==> config.mk <==
export PLATFORM = sky130hd
export DESIGN_NAME = tlrot_mailbox
export DESIGN_NICKNAME = d
export VERILOG_FILES = /design/src/rtl/tlrot_mailbox.sv
export SDC_FILE = /design/constraint.sdc
export NUM_CORES = 1
export LEC_CHECK = 0
export ABC_CLOCK_PERIOD_IN_PS = 14000
export CAP_MARGIN = 20
export CORE_MARGIN = 8
export CORE_UTILIZATION = 40
export CTS_CLUSTER_DIAMETER = 150
export DETAILED_ROUTE_END_ITERATION = 10
export GPL_TIMING_DRIVEN = 0
export PLACE_DENSITY = 0.62
export RECOVER_POWER = 25
export SLEW_MARGIN = 20
export SYNTH_ARGS = -nofsm -noshare
export SYNTH_HDL_FRONTEND = slang
export SYNTH_SLANG_ARGS = --single-unit
==> constraint.sdc <==
create_clock -name clk_i -period 14 [get_ports clk_i]
set_clock_uncertainty 0.15 [all_clocks]
set_input_delay 2.8 -clock clk_i [delete_from_list [all_inputs] [get_ports clk_i]]
set_output_delay 2.8 -clock clk_i [all_outputs]
set_load 0.005 [all_outputs]
==> src/rtl/tlrot_mailbox.sv <==
// rtl/tlrot_mailbox.sv - TL-UL mailbox device; define TLROT_MBOX_PARTIAL_EN to accept PutPartialData
package tlul_pkg;
   localparam logic [2:0] PUT_FULL_DATA    = 3'h0;
   localparam logic [2:0] PUT_PARTIAL_DATA = 3'h1;
   localparam logic [2:0] GET              = 3'h4;
   localparam logic [2:0] ACCESS_ACK       = 3'h0;
   localparam logic [2:0] ACCESS_ACK_DATA  = 3'h1;

   typedef struct packed {
      logic        a_valid;
      logic [2:0]  a_opcode;
      logic [2:0]  a_param;
      logic [1:0]  a_size;
      logic [7:0]  a_source;
      logic [31:0] a_address;
      logic [3:0]  a_mask;
      logic [31:0] a_data;
      logic        d_ready;
   } tl_h2d_t;

   typedef struct packed {
      logic        d_valid;
      logic [2:0]  d_opcode;
      logic [2:0]  d_param;
      logic [1:0]  d_size;
      logic [7:0]  d_source;
      logic [0:0]  d_sink;
      logic [31:0] d_data;
      logic        d_error;
      logic        a_ready;
   } tl_d2h_t;
endpackage

module tlrot_mailbox
   import tlul_pkg::*;
#(
   parameter logic [31:0] BASE_ADDR = 32'h3B00_0000,
   parameter int          NUM_REGS  = 4
) (
   input  logic    clk_i,
   input  logic    rst_i,
   input  tl_h2d_t tl_i,
   output tl_d2h_t tl_o,
   output logic    done_o
);
   // Window is the next power of two covering DATA[], STATUS and INTR_EN.
   localparam int          AW         = $clog2(4*NUM_REGS+8);
   localparam int          IW         = AW-2;
   localparam logic [IW-1:0] STATUS_IDX = IW'(NUM_REGS);
   localparam logic [IW-1:0] INTR_IDX   = IW'(NUM_REGS+1);
   localparam logic [31:0] REG_MASK   = 32'((64'd1 << NUM_REGS) - 64'd1);

   typedef enum logic {IDLE, RESP} state_e;
   state_e state_q, state_d;

   logic [31:0] data_q [NUM_REGS];
   logic [31:0] status_q, intr_en_q;
   logic        done_q;
   logic [2:0]  rsp_opcode_q;
   logic [1:0]  rsp_size_q;
   logic [7:0]  rsp_source_q;
   logic [31:0] rsp_data_q;
   logic        rsp_error_q;

   logic          is_get, op_ok, in_window, req_err, accept, do_write;
   logic [IW-1:0] idx;
   logic [31:0]   wmask, rdata;
   logic          unused_tl;

   assign unused_tl = ^{tl_i.a_param, tl_i.a_mask};
   assign idx       = tl_i.a_address[AW-1:2];
   assign in_window = (tl_i.a_address[31:AW] == BASE_ADDR[31:AW]);
   assign is_get    = (tl_i.a_opcode == GET);
`ifdef TLROT_MBOX_PARTIAL_EN
   assign op_ok = is_get || (tl_i.a_opcode == PUT_FULL_DATA) || (tl_i.a_opcode == PUT_PARTIAL_DATA);
   assign wmask = (tl_i.a_opcode == PUT_PARTIAL_DATA) ?
                  {{8{tl_i.a_mask[3]}}, {8{tl_i.a_mask[2]}}, {8{tl_i.a_mask[1]}}, {8{tl_i.a_mask[0]}}} :
                  32'hFFFF_FFFF;
`else
   assign op_ok = is_get || (tl_i.a_opcode == PUT_FULL_DATA);
   assign wmask = 32'hFFFF_FFFF;
`endif
   assign req_err  = !op_ok || (tl_i.a_size != 2'd2) || (tl_i.a_address[1:0] != 2'b00) ||
                     !in_window || (idx > INTR_IDX);
   assign accept   = (state_q == IDLE) && tl_i.a_valid;
   assign do_write = accept && !req_err && !is_get;

   // Read mux over the decoded register index.
   always_comb begin
      rdata = '0;
      for (int i = 0; i < NUM_REGS; i++) begin
         if (idx == IW'(i)) rdata = data_q[i];
      end
      if (idx == STATUS_IDX) rdata = status_q;
      if (idx == INTR_IDX)   rdata = intr_en_q;
   end

   // FSM state register.
   always_ff @(posedge clk_i or posedge rst_i) begin
      if (rst_i) state_q <= IDLE;
      else       state_q <= state_d;
   end

   // Next state and D-channel drive; D fields come straight from the latched response.
   always_comb begin
      state_d          = state_q;
      tl_o             = '0;
      tl_o.d_opcode    = rsp_opcode_q;
      tl_o.d_size      = rsp_size_q;
      tl_o.d_source    = rsp_source_q;
      tl_o.d_data      = rsp_data_q;
      tl_o.d_error     = rsp_error_q;
      case (state_q)
         IDLE: begin
            tl_o.a_ready = 1'b1;
            if (tl_i.a_valid) state_d = RESP;
         end
         RESP: begin
            tl_o.d_valid = 1'b1;
            if (tl_i.d_ready) state_d = IDLE;
         end
         default: state_d = IDLE;
      endcase
   end

   // Register side effects and response latch, both on the accept edge.
   always_ff @(posedge clk_i or posedge rst_i) begin
      if (rst_i) begin
         for (int i = 0; i < NUM_REGS; i++) data_q[i] <= '0;
         status_q     <= '0;
         intr_en_q    <= '0;
         rsp_opcode_q <= '0;
         rsp_size_q   <= '0;
         rsp_source_q <= '0;
         rsp_data_q   <= '0;
         rsp_error_q  <= 1'b0;
      end else begin
         if (do_write) begin
            for (int i = 0; i < NUM_REGS; i++) begin
               if (idx == IW'(i)) begin
                  data_q[i] <= (data_q[i] & ~wmask) | (tl_i.a_data & wmask);
                  if (|wmask) status_q[i] <= 1'b1;
               end
            end
            if (idx == STATUS_IDX) status_q  <= status_q & ~(tl_i.a_data & wmask & REG_MASK);
            if (idx == INTR_IDX)   intr_en_q <= ((intr_en_q & ~wmask) | (tl_i.a_data & wmask)) & REG_MASK;
         end
         if (accept) begin
            rsp_opcode_q <= is_get ? ACCESS_ACK_DATA : ACCESS_ACK;
            rsp_size_q   <= tl_i.a_size;
            rsp_source_q <= tl_i.a_source;
            rsp_data_q   <= (is_get && !req_err) ? rdata : '0;
            rsp_error_q  <= req_err;
         end
      end
   end

   // Level interrupt, one cycle behind STATUS/INTR_EN.
   always_ff @(posedge clk_i or posedge rst_i) begin
      if (rst_i) done_q <= 1'b0;
      else       done_q <= |(status_q & intr_en_q);
   end

   assign done_o = done_q;
endmodule

* After elaboration in Yosys (flattened, before gate mapping)
Index checks and enable logic that the tools add are counted.
** Word-level totals
- Flip-flop bits (word level) :: 212
- Bits in latches :: 0
- Bits in writable memories :: 0
- ROM bits :: 0
- Input bits :: 88
- Output and inout bits :: 53
- Memories :: 0
** Cells by class
- Add/sub/neg operators :: 0
- Multiply operators :: 0
- Div/mod/pow operators :: 0
- Order comparisons :: 1
- Equality and inequality tests :: 8
- Shifts and indexed selects :: 0
- Multiplexer cells :: 18
- Bitwise operators :: 4
- Reductions and logical operators :: 31
** Operators by type and width (count)
- $mux W32 :: 7
- $and A32 B32 Y32 :: 1
- $and A32 B4 Y32 :: 1
- $not A4 Y32 :: 1
- $reduce_or A32 Y1 :: 1
- $eq A27 B25 Y1 const B :: 1
- $reduce_and A2 Y1 :: 10
- $reduce_bool A2 Y1 :: 5
- $eq A3 B3 Y1 const B :: 3
- $mux W1 :: 9
- $eq A3 B2 Y1 const B :: 2
- $logic_not A3 Y1 :: 2
- $logic_or A1 B1 Y1 :: 5
- $logic_and A1 B1 Y1 :: 4
- $logic_not A1 Y1 :: 4
- $mux W4 :: 1
- $eq A3 B1 Y1 const B :: 1
- $gt A3 B3 Y1 const B :: 1
- $ne A2 B2 Y1 const B :: 1
- $pmux W1 S2 :: 1
- $not A1 Y1 :: 1

* Longest topological paths before layout
Gate-level depths: netlist of run 1.
- Word-level depth :: 11
- Mapped depth :: 8
- Mapped depth without buffers :: 5

* Least setup slack after synthesis of run 1
No wires, ideal clock.
- Path type :: input to register
- Start point :: input tl_i[41] (netlist name)
- End point :: register data_q[73] (netlist name)
- Setup time :: 0.125 ns
- Data arrival time :: 4.525 ns
- Required time :: 13.725 ns
- Path slack :: 9.200 ns
- Stages :: 7
- Buffers on the path :: 3
- Cell sequence :: clkbuf_1 -> a2111o_1 -> nor4_4 -> and2_1 -> buf_6 -> buf_12 -> mux2_4
** On the way
- Cells in the longest elaborated chain, start to end :: 6
** Ends and longest elaborated chain
- start: declaration :: line 42 : input tl_h2d_t tl_i,
- $gt A3 B3 Y1 :: line 84 : !in_window || (idx > INTR_IDX);
- $logic_or A1 B1 Y1 :: line 84
- $logic_not A1 Y1 :: line 86 : assign do_write = accept && !req_err && !is_get;
- $logic_and A1 B1 Y1 (2 in a row) :: line 86
- $reduce_and A2 Y1 (no line) (*)
- end signal: indexed assignment :: line 141 : data_q[i] <= (data_q[i] & ~wmask) | (tl_i.a_data & wmask);
- end: declaration :: line 56 : logic [31:0] data_q [NUM_REGS];
Every way passes the cells marked *; elsewhere a longest branch is shown, timed or not.
A chain may end at the register's enable or synchronous reset.

* Worst setup path after layout of run 1
- Start point :: input tl_i[85] (netlist name)
- End point :: register rsp_data_q[15]
** On the way
- Cells in the longest elaborated chain, start to end :: 1
** Ends and longest elaborated chain
- $logic_and A1 B1 Y1 :: line 85 : assign accept = (state_q == IDLE) && tl_i.a_valid;
- end signal: assignment :: line 152 : rsp_data_q <= (is_get && !req_err) ? rdata : '0;
- end: declaration :: line 62 : logic [31:0] rsp_data_q;
Every way passes these cells.

==> results.tsv, run 1 <==
metric	value	unit
synth_ff_type	dfrtp_1	
cp_slowest_cell	nand3_1	
max-vdd-ir-drop	0.00009108	V
grt_pass1_vias	6005	
cp_cell_sequence	clkdlybuf4s50_1 > nand2b_4 > buf_6 > a2111o_1 > nor3_2 > nand3_1 > clkbuf_1 > o21ai_0	
coreArea	20890	um2
firstDrtPassIters	4	
maxSlewViolCount	0	
yosys.area.top_type	dfrtp_1	
fin_crit_sh	38.46	%
crit_required	14.20	ns
syn_inst	588	
slew-limit-headroom	46.06	%
pin_count	141	
seqCellArea	4554	um2
ys_types	49	
cts_sinks	182	
endpoint_kind	flip-flop	
drcViolationCount	0	
crit_type	input pin to flip-flop	
status	completed	
vias	5346	
clock_path_buffers	2	
gp_congestion	0.7834	
finalHoldViolCount	0	
die_h	161.5	um
startpoint_type	input pin	
yosys_warnings	0	
clk_pin_slew_worst_paths	0.07	ns
cts_setup_buffers	0	
area_growth	26.63	%
worst-path-max-fanout	10	
diodes	0	
netlist_area	8468	um2
cts_buffers	17	
grt_pass1_wl	34.22	mm
avgSynthCellArea	14.40	um2
instances_no_fill	1029	
worst_pin_slew	0.8047	ns
fp-row-count	53	
cts-hold-fix-buffers	0	
tns	0	ns
grt_start_max_net_pins	110	
hp-class	flip-flop to flip-flop	
rsz0062_at_grt	false	
route.met2.wl	10.57	mm
port_buffers	126	
finalSetupViolCount	0	
track_usage	16.67	%
grt.overflow.total	0	
cts_tree	yes	
drtAntennaViolNets	0	
post-route-util	51.33	%
synth-seq-cells	182	
wl_per_cell	20.65	um
cts_root_buf	clkbuf_16	
met3_length	975	um
fin_nets	829	
post-place-cells	997	
wl_met1	9.327	mm
multi_input_area	3487	um2
htreeDepth	4	
power_density	100.8	nW/um2
hpwl	14.76	mm
start_util	40.54	%
max_clock_freq	185.7	MHz
grt_antenna_before_repair	0	
netlist.area_leader.share	53.78	%
via_per_inst	5.195	
top_layer_used	met4	
cap_viol_max_count	0	
synthArstFlopShare	100.0	%
clk_latency	0.43	ns
drive_gt1_share	28.51	%
synth_edf_count	0	
fillers	1775	
synth_area_leaders	dfrtp_1, mux2_4, mux2_2	
die_w	161.5	um
postCtsResizedCells	0	
dieArea	26080	um2
ys_seq_area_share	53.78	%
max_stage_delay	0.55	ns
leakage	4.799	nW
finalCriticalPeriod	5.384	ns
routed_wirelength	21.24	mm
drt-initial-drc-count	293	
crit_arrival	5.58	ns
placed cells by master, fill, tap and decap left out, types with 8 or more instances in the layout:
master / n
dfrtp_1: 182
clkdlybuf4s50_1: 125
mux2_4: 117
nand2_1: 40
mux2_2: 26
o21ai_0: 26
clkbuf_1: 20
a22o_1: 17
a221oi_1: 17
clkbuf_16: 17
a21oi_1: 14
nor2_1: 14
buf_12: 12
mux2i_1: 12
buf_4: 9
a2bb2oi_1: 8
layout make-up:
cell class | count | share of cell area (%)
sequential | 182 | 42.47
clock inverter | 13 | 1.062
timing repair buffer | 129 | 12.35
multi-input combinational | 358 | 32.52
clock buffer | 19 | 4.037
buffer | 47 | 4.131
tap | 275 | 3.209
inverter | 6 | 0.2217
cells in the mapped netlist, types with 2 or more instances:
master     count
nor4_1         4
nor3b_1        5
dfrtp_1      182
nand2_1       40
buf_4          8
buf_6          5
a22o_1        17
mux2_2        26
nor2b_1        4
nand3_1        3
a211o_1        2
a221oi_1      17
o21ai_1        6
o21ai_0       26
mux2_4       117
mux4_2         3
buf_12        12
buf_2          3
a2bb2oi_1      8
o211ai_1       3
a21oi_1       14
inv_1          6
nor2_1        14
and2_1         4
o2111a_1       2
nand4_1        3
mux2i_1       12
a22oi_1        2
a21o_1         2
clkbuf_1      18
nor4b_1        2
kinds of logic (layout without fill, tap and decap cells):
kind of cell | after synthesis | count (layout) | share of synthesized area (%)
buf+inv | 53 | 214 | 5.496
simple gates | 89 | 89 | 5.482
mux | 158 | 158 | 26.42
other cells | 1 | 6 | 0.04428
compound gates | 105 | 105 | 8.777
flops | 182 | 182 | 53.78
worst paths after layout:
| check | start | to | slack (ns) | cells past startpoint |
|---|---|---|---|---|
| worst max-delay path | tl_i[85] | rsp_data_q[15]$_DFFE_PP0P_ | 8.62 | 8 |
| worst min-delay path | rsp_data_q[4]$_DFFE_PP0P_ | rsp_data_q[4]$_DFFE_PP0P_ | 0.33 | 2 |
| worst max register to register | state_q$_DFF_PP0_ | rsp_data_q[15]$_DFFE_PP0P_ | 11.01 | 7 |
| worst min register to register | rsp_data_q[4]$_DFFE_PP0P_ | rsp_data_q[4]$_DFFE_PP0P_ | 0.33 | 2 |
| max in group asynchronous | rst_i | data_q[118]$_DFFE_PP0P_ | 10.00 | 4 |
| min in group asynchronous | rst_i | intr_en_q[3]$_DFFE_PP0P_ | 2.59 | 2 |
sequential cells by signal (all words and copies together), names as in the netlist:
signal        count
data_q          128
rsp_data_q       32
rsp_source_q      8
intr_en_q         4
status_q          4
rsp_size_q        2
done_o            1
rsp_error_q       1
rsp_opcode_q      1
state_q           1
critical path: cells and delay by family:
kind | cells | cell delay [ns]
compound gates | 2 | 0.62
simple gates | 3 | 1.06
buf+inv | 3 | 1.10
stage by stage:
step                      setup slack, ns  hold WS (ns)   power, W  instance area [um2]
final                               8.616        0.3320   0.001081                10720
after global routing                8.410        0.3609   0.001118                10720
after CTS                           8.601        0.3386   0.001092                10720
after detailed placement            8.153        0.3215  0.0006407                10180
after global placement              3.972        0.3161  0.0006352                10090
after floorplan                     6.106        0.3169  0.0005805                 8487
routing by layer:
metal  track usage [%]  up-vias
li1                  -     2438
met1             21.29     2741
met2             27.71      138
met3             3.487       29
met4             5.556        0
met5                 0        -
report_power, final:
part           internal, W  leakage (nW)  switching (W)
logic            0.0000483          2.02      0.0000440
registers         0.000533          2.51     0.00000358
clock network     0.000233         0.266       0.000218
total             0.000815          4.80       0.000266
Power figures use the tool's default switching activity.
==> run 2, diff against run 1 <==
--- a/config.mk
+++ b/config.mk
@@ -5,14 +5,14 @@
 export SDC_FILE = /design/constraint.sdc
 export NUM_CORES = 1
 export LEC_CHECK = 0
-export ABC_CLOCK_PERIOD_IN_PS = 14000
+export ABC_CLOCK_PERIOD_IN_PS = 4600
 export CAP_MARGIN = 20
 export CORE_MARGIN = 8
 export CORE_UTILIZATION = 40
 export CTS_CLUSTER_DIAMETER = 150
 export DETAILED_ROUTE_END_ITERATION = 10
 export GPL_TIMING_DRIVEN = 0
-export PLACE_DENSITY = 0.62
+export PLACE_DENSITY = 0.64
 export RECOVER_POWER = 25
 export SLEW_MARGIN = 20
 export SYNTH_ARGS = -nofsm -noshare
==> constraint.sdc (replaced) <==
create_clock -name clk_i -period 4.6 [get_ports clk_i]
set_clock_uncertainty 0.15 [all_clocks]
set_input_delay 0.92 -clock clk_i [delete_from_list [all_inputs] [get_ports clk_i]]
set_output_delay 0.92 -clock clk_i [all_outputs]
set_load 0.005 [all_outputs]
==> run 2 against run 1 <==
The flow now finishes with violations (max-capacitance violations, max-slew violations). First-iteration DRC count fell by 31%. Worst hold slack improved by 0.00063 ns. Combinational power rose to 3.0 times the previous value. Sequential share of layout area rose by 0.065 points. Wire length rose by 0.98%. Die area did not move. Critical path type is now input pin to async pin.
==> results.tsv, run 2 (same netlist as run 1, synthesis figures left out) <==
metric	value	unit
status	finished, violations left	
violations	max-capacitance violations, max-slew violations	
gp_congestion	0.7978	
finalHoldViolCount	0	
clk_pin_slew_worst_paths	0.06	ns
maxSlewViolCount	100	
postCtsResizedCells	0	
fin_nets	831	
port_buffers	126	
combinationalPowerShare	8.6	%
p_seq_share	50.0	%
cts_setup_buffers	0	
crit_type	input pin to async pin	
max_clock_freq	280.2	MHz
grt_antenna_before_repair	1	
drive_gt1_share	28.08	%
leakage	4.777	nW
firstDrtPassIters	5	
rr_worst_depth	7	
power.internal	0.002491	W
post-place-cells	999	
wl_per_cell	20.83	um
dp_slack	0.6512	ns
dieArea	26080	um2
endpoint	data_q[15]$_DFFE_PP0P_	
p_clk_share	41.4	%
pin_count	141	
cts_root_buf	clkbuf_16	
coreArea	20890	um2
crit_required	4.62	ns
drcViolationCount	0	
startpoint_type	input pin	
cap_viol_max_count	3	
r2r-start	state_q$_DFF_PP0_	
placed_area	10220	um2
r2r-end	rsp_data_q[17]$_DFFE_PP0P_	
largest_reg_flops	128	
clk_latency	0.43	ns
vias	5393	
fillers	1789	
multi_input_area	3487	um2
p_sw	0.0007757	W
crit_arrival	3.59	ns
rsz0062_at_grt	false	
design_area	10710	um2
cts_tree	yes	
clock_path_buffers	2	
tns	0	ns
mostFrequentLayoutCell	dfrtp_1	
start_util	40.54	%
cts_buffers	17	
switching_share	23.74	%
track_usage	16.95	%
final_cell_mix	dfrtp_1, clkdlybuf4s50_1, mux2_4	
top_register	data_q	
grt.overflow.total	0	
area_growth	26.43	%
cts_sinks	182	
seqCellArea	4554	um2
grt_pass1_wl	34.69	mm
worst_pin_slew	1.888	ns
fp-row-count	53	
hp-class	flip-flop to flip-flop	
routed_wirelength	21.45	mm
hpwl	15.11	mm
diodes	0	
finalWorstSetupSlack	1.031	ns
instances_no_fill	1030	
die_h	161.5	um
finalCriticalPeriod	3.569	ns
drtAntennaViolNets	0	
die_w	161.5	um
r2r_setup_slack	1.67	ns
via_per_inst	5.236	
crit_start	rst_i	
post-route-util	51.25	%
power_density	305.1	nW/um2
finalSetupViolCount	0	
endpoint_kind	async pin	
max-vdd-ir-drop	0.0002378	V
grt_pass1_vias	6001	
worst-path-max-fanout	35	
slew-limit-headroom	-25.85	%
cts-hold-fix-buffers	0	
htreeDepth	4	
fin_crit_sh	77.59	%
reg.largest.list	data_q x128, rsp_data_q x32, rsp_source_q x8	
grt_start_max_net_pins	38	
drt-initial-drc-count	202	
==> run 2: cell types whose count changed in the layout (fill, tap and decap cells not counted), sizes merged <==
cell      change
buf           -1
clkbuf        +6
clkinv        -2
clkinvlp      +2
inv           -4
==> run 2: final cells by class <==
class / instances / area share, %
timing repair buffer: 131 / 12.33
buffer: 47 / 4.137
clock buffer: 22 / 4.336
inverter: 6 / 0.2220
tap: 275 / 3.214
multi-input combinational: 358 / 32.57
clock inverter: 9 / 0.6544
sequential: 182 / 42.54
==> run 2: metal layers <==
metal	up-vias	GRT usage, %	wire (um)
li1	2429	-	-
met1	2808	21.65	9322
met2	126	28.02	10610
met3	28	3.741	1150
met4	2	5.682	352
met5	-	0	16
==> run 2: power by group through the flow <==
stage                     sequential [W]  clock (W)  combinational, W
after floorplan                  0.00167          0          0.000102
after global placement           0.00166          0          0.000272
after detailed placement         0.00166          0          0.000292
after CTS                        0.00163    0.00138          0.000293
after global routing             0.00164    0.00144          0.000305
final                            0.00163    0.00135          0.000281
==> run 2: through the flow <==
stage                     power [W]  hold WS, ns
after floorplan            0.001767       0.3169
after global placement     0.001935       0.3138
after detailed placement   0.001956       0.3243
after CTS                  0.003307       0.3404
after global routing       0.003383       0.3585
final                      0.003267       0.3326
==> run 2: worst min path at each step <==
stage | from | end | slack, ns | depth (start not counted)
floorplan | status_q[0]$_DFFE_PP0P_ | status_q[0]$_DFFE_PP0P_ | 0.32 | 1
global placement | rsp_data_q[6]$_DFFE_PP0P_ | rsp_data_q[6]$_DFFE_PP0P_ | 0.31 | 2
detailed placement | rsp_data_q[13]$_DFFE_PP0P_ | rsp_data_q[13]$_DFFE_PP0P_ | 0.32 | 2
finish | rsp_data_q[10]$_DFFE_PP0P_ | rsp_data_q[10]$_DFFE_PP0P_ | 0.33 | 2
global route | rsp_data_q[1]$_DFFE_PP0P_ | rsp_data_q[1]$_DFFE_PP0P_ | 0.36 | 1
CTS | rsp_data_q[13]$_DFFE_PP0P_ | rsp_data_q[13]$_DFFE_PP0P_ | 0.34 | 2
==> run 2: worst max-delay path: stages <==
cell           delay, ns
dlygate4sd3_1       0.54
clkinvlp_2          0.68
clkbuf_1            1.42
